`src/rtl/adder12_arb.sv`:
```
// adder12_arb: round-robin arbiter that shares one external 12-bit adder
// between two requesters. A grant in IDLE captures that requester's operands,
// BUSY presents them to the adder for one cycle, and the sum and carry are
// registered on the way back to IDLE together with a one-cycle strobe.
module adder12_arb #(
    parameter bit PRIO_INIT = 1'b0
) (
    input  logic        clock,
    input  logic        reset_n,
    input  logic        req0,
    input  logic [11:0] a0,
    input  logic [11:0] b0,
    input  logic        req1,
    input  logic [11:0] a1,
    input  logic [11:0] b1,
    output logic        gnt0,
    output logic        gnt1,
    output logic [11:0] add_a,
    output logic [11:0] add_b,
    input  logic [11:0] add_sum,
    input  logic        add_cout,
    output logic [11:0] res,
    output logic        res_cout,
    output logic        res_valid,
    output logic        res_id
);

    typedef enum logic {
        IDLE = 1'b0,
        BUSY = 1'b1
    } state_e;

    state_e      state_q;
    // prio_q names the requester that wins a tie; it becomes the loser of
    // the most recent grant, which makes the scheme round-robin.
    logic        prio_q;
    logic [11:0] opa_q;
    logic [11:0] opb_q;
    logic        id_q;
    logic [11:0] res_q;
    logic        res_cout_q;
    logic        res_id_q;
    logic        res_valid_q;
    logic        grant0;
    logic        grant1;

    // Grant decision: only in IDLE, never during reset, tie broken by prio_q.
    always_comb begin
        grant0 = 1'b0;
        grant1 = 1'b0;
        if (reset_n && (state_q == IDLE)) begin
            if (req0 && req1) begin
                grant0 = ~prio_q;
                grant1 = prio_q;
            end else begin
                grant0 = req0;
                grant1 = req1;
            end
        end
    end

    // Control FSM: capture on grant, collect the adder result after one BUSY cycle.
    always_ff @(posedge clock or negedge reset_n) begin
        if (!reset_n) begin
            state_q     <= IDLE;
            prio_q      <= PRIO_INIT;
            opa_q       <= '0;
            opb_q       <= '0;
            id_q        <= 1'b0;
            res_q       <= '0;
            res_cout_q  <= 1'b0;
            res_id_q    <= 1'b0;
            res_valid_q <= 1'b0;
        end else begin
            case (state_q)
                IDLE: begin
                    res_valid_q <= 1'b0;
                    if (grant0 || grant1) begin
                        opa_q   <= grant1 ? a1 : a0;
                        opb_q   <= grant1 ? b1 : b0;
                        id_q    <= grant1;
                        prio_q  <= ~grant1;
                        state_q <= BUSY;
                    end
                end
                BUSY: begin
                    res_q       <= add_sum;
                    res_cout_q  <= add_cout;
                    res_id_q    <= id_q;
                    res_valid_q <= 1'b1;
                    state_q     <= IDLE;
                end
                default: state_q <= IDLE;
            endcase
        end
    end

    assign gnt0      = grant0;
    assign gnt1      = grant1;
    assign add_a     = (state_q == BUSY) ? opa_q : '0;
    assign add_b     = (state_q == BUSY) ? opb_q : '0;
    assign res       = res_q;
    assign res_cout  = res_cout_q;
    assign res_id    = res_id_q;
    assign res_valid = res_valid_q;

endmodule

```
`config.mk`:
```
export PLATFORM = sky130hd
export DESIGN_NAME = adder12_arb
export DESIGN_NICKNAME = d
export VERILOG_FILES = /design/src/rtl/adder12_arb.sv
export SDC_FILE = /design/constraint.sdc
export NUM_CORES = 1
export LEC_CHECK = 0
export ABC_AREA = 1
export BUFFER_PORTS_ARGS = -buffer_cell sky130_fd_sc_hd__buf_4
export CAP_MARGIN = 25
export CORE_ASPECT_RATIO = 1.5
export CORE_MARGIN = 2
export CORE_UTILIZATION = 50
export DETAILED_ROUTE_END_ITERATION = 10
export GPL_TIMING_DRIVEN = 0
export PLACE_DENSITY_LB_ADDON = 0.15
export RECOVER_POWER = 100
export SYNTH_ARGS = -nofsm -noshare
export SYNTH_HDL_FRONTEND = slang
export SYNTH_SLANG_ARGS = --single-unit
```
`constraint.sdc`:
```
create_clock -name clock -period 2.9 [get_ports clock]
set_clock_uncertainty 0.1 [all_clocks]
set_input_delay 0.725 -clock clock [delete_from_list [all_inputs] [get_ports clock]]
set_output_delay 0.725 -clock clock [all_outputs]
set_load 0.02 [all_outputs]
```
==> results.ini <==
[placement]
place_ws_ns=-0.1769
place_area_um2=3141
gp_congestion=0.8051
dp.cells=454
dp_hpwl_um=4114
portBuffers=104

[global_route]
grt_pass1_vias=2101
antenna_found_initial=0
grt_pass1_wl_um=9025
grt_max_degree=44
track_usage_pct=22.43
overflow=0

[drt]
drtIter0Drc=83
num_vias=2252
viasPerCell=4.874
drt-total-wl_um=5667
ant_nets=0
wl_per_cell_um=12.27
drc=0
dr.pass1.iters=4

[pwr]
clkPwrFrac_pct=31.3
switching_share_pct=30.67
powerDensity_nw_per_um2=562.3
combPwrFrac_pct=26.5
sequentialPowerShare_pct=42.1
leakagePower_uw=0.001937
ir_drop_uv=356.2
internal-power_uw=1224
p_sw_uw=541.6

[setup_path]
critPathLaunchType=input pin
end_kind=output pin
path_class=in2out
slowest_delay_ns=0.24
cp_max_fo=43
crit_chain=buf_12 > inv_1 > nor2_8 > clkbuf_2 > nand2_1 > a21oi_1 > buf_4
cp_slowest_cell=clkbuf_2
regToRegSetupSlack_ns=0.78
cp.required_ns=2.08
cp.arrival_ns=1.90

[run]
maxCapViolCount=0

[cells_and_area]
fin_cells=462
antenna_cells=0
nets=478
final_core_util_pct=70.31
drive_above_1_share_pct=27.05
syn_to_final_growth_pct=36.56
design_area_um2=3141

[synth]
yosys.area.top_type_share_pct=45.70
synth_largest_area_cell=dfrtp_1
synthesis.nets=367
synth-xor-area-share_pct=0
syn_inst=302
yosys-top-cells-area=dfrtp_1 46%, nand2_1 16%, inv_1 12%
ys_ff_latch=42
syn_area_per_cell_um2=7.615
ys_warn_count=0
synth_compound_area_share_pct=1.143
synth_top_flop_cell=dfrtp_1
synth_edf_count=0
yosysMostFrequentCell=nand2_1
ys_types=16
synth_mux_area_share_pct=6.855
synth_top_family_by_area=simple AND/OR/NAND/NOR gates
synth-simple-area-share_pct=29.82
yosysSeqAreaShare_pct=45.70
synth_area_um2=2300
synth_fa_ha_area_share_pct=0
ys_top_cells_by_count=99 x nand2_1, 75 x inv_1, 42 x dfrtp_1
async_reset_ff_share_pct=100.0

[sta]
period_share_pct=93.95
period_needed_ns=2.725
layout_setup_ws_ns=0.1753
final-hold-violation-count=0
rsz0062_at_grt=no
worst_slew_pin_slew_ns=0.8834
finalSetupViolations=0
tns_ns=0
slew_viol_final=0
fmax_mhz=367.0
maxSlewHeadroom_pct=40.48

[clocking]
clock_path_buffers=2
ctsResizeCount=2
clock_latency_ns=0.29
htree_levels=2
cts_buffers=5
clkTransAtPathRegs_ns=0.09
cts.sinks=42
cts_hold_buf=0
cts_setup_buffers=0
clockRootBuffer=clkbuf_8
cts_tree=built

[floorplan]
initial_core_util_pct=51.48
ios=106
die_area_um2=5169
die_h_um=87.06
die_w_um=59.38
rows=30
coreArea_um2=4467

[worst_hold_path]
min_path_type=in2async

[status]
status=complete, no violations

## layout make-up
cell class / instances / area (µm²)
Multi-Input combinational cell: 167 / 850.8
Buffer: 17 / 85.08
Clock buffer: 5 / 68.82
Sequential cell: 42 / 1051
Inverter: 76 / 286.5
Tap cell: 48 / 60.06
Timing Repair Buffer: 104 / 669.4
Fill cell: 413 / 1326
Clock inverter: 3 / 68.82
## registers in the layout (all words and copies together), names as in the netlist
signal and flops:
id_q 1, opa_q 12, opb_q 12, prio_q 1, res 12, res_cout 1, res_id 1, res_valid 1
state_q 1
## path summary, 6_finish.rpt
kind,endpoint,cells after the start,from
max,gnt0,7,reset_n
min,res[1],1,reset_n
max reg2reg,opa_q[10],6,state_q
min reg2reg,opb_q[4],2,opb_q[4]
max in group asynchronous,opb_q[2],1,reset_n
min in group clock,opb_q[4],2,opb_q[4]
## worst max-delay path: cells and delay by family
| family | cells | cell delay, ns |
|---|---|---|
| AO/OA/AOI/OAI | 1 | 0.14 |
| buffers and inverters | 4 | 0.75 |
| AND/OR/NAND/NOR | 2 | 0.25 |
## logic make-up (layout without fill, tap and decap cells)
| group | after synthesis | after routing |
|---|---|---|
| simple gates | 150 | 150 |
| flops | 42 | 42 |
| mux | 14 | 14 |
| compound gates | 3 | 3 |
| buf+inv | 93 | 205 |
## metal layers
metal  share of wire, %  global-route usage (%)  up-vias
met3                6.8                   5.201        5
met1                 41                   26.99     1025
met2                 51                   38.56       92
met4                1.1                   7.438        0
met5                  0                       0        -
li1                   -                       -     1130
## metrics by stage
stage          hold WS, ns  power, µW
3_3_place_gp        0.3603       1263
3_5_place_dp        0.3654       1279
2_1_floorplan       0.3294       1042
6_report            0.1598       1766
5_1_grt             0.1669       1859
4_1_cts             0.2046       1837
## power by group through the flow
stage / Combinational [µW] / Sequential (µW) / Clock [µW]
detailed placement: 523 / 756 / 0
CTS: 527 / 745 / 565
global route: 520 / 755 / 583
floorplan: 248 / 794 / 0
global placement: 514 / 750 / 0
finish: 468 / 744 / 554
## placed cells by master, fill, tap and decap left out
cell type	n
o21ai_0	1
a21oi_1	2
nand2_1	99
nor2_8	1
buf_2	5
buf_1	1
nand3_1	24
clkbuf_2	9
buf_4	71
mux2_2	14
nand3_2	1
clkinv_4	1
nand2_2	1
buf_12	1
nand4_1	24
clkbuf_1	34
dfrtp_1	42
clkbuf_8	5
bufinv_16	2
clkinvlp_2	1
inv_1	75
Note: power is estimated with default switching activity, not from simulation.
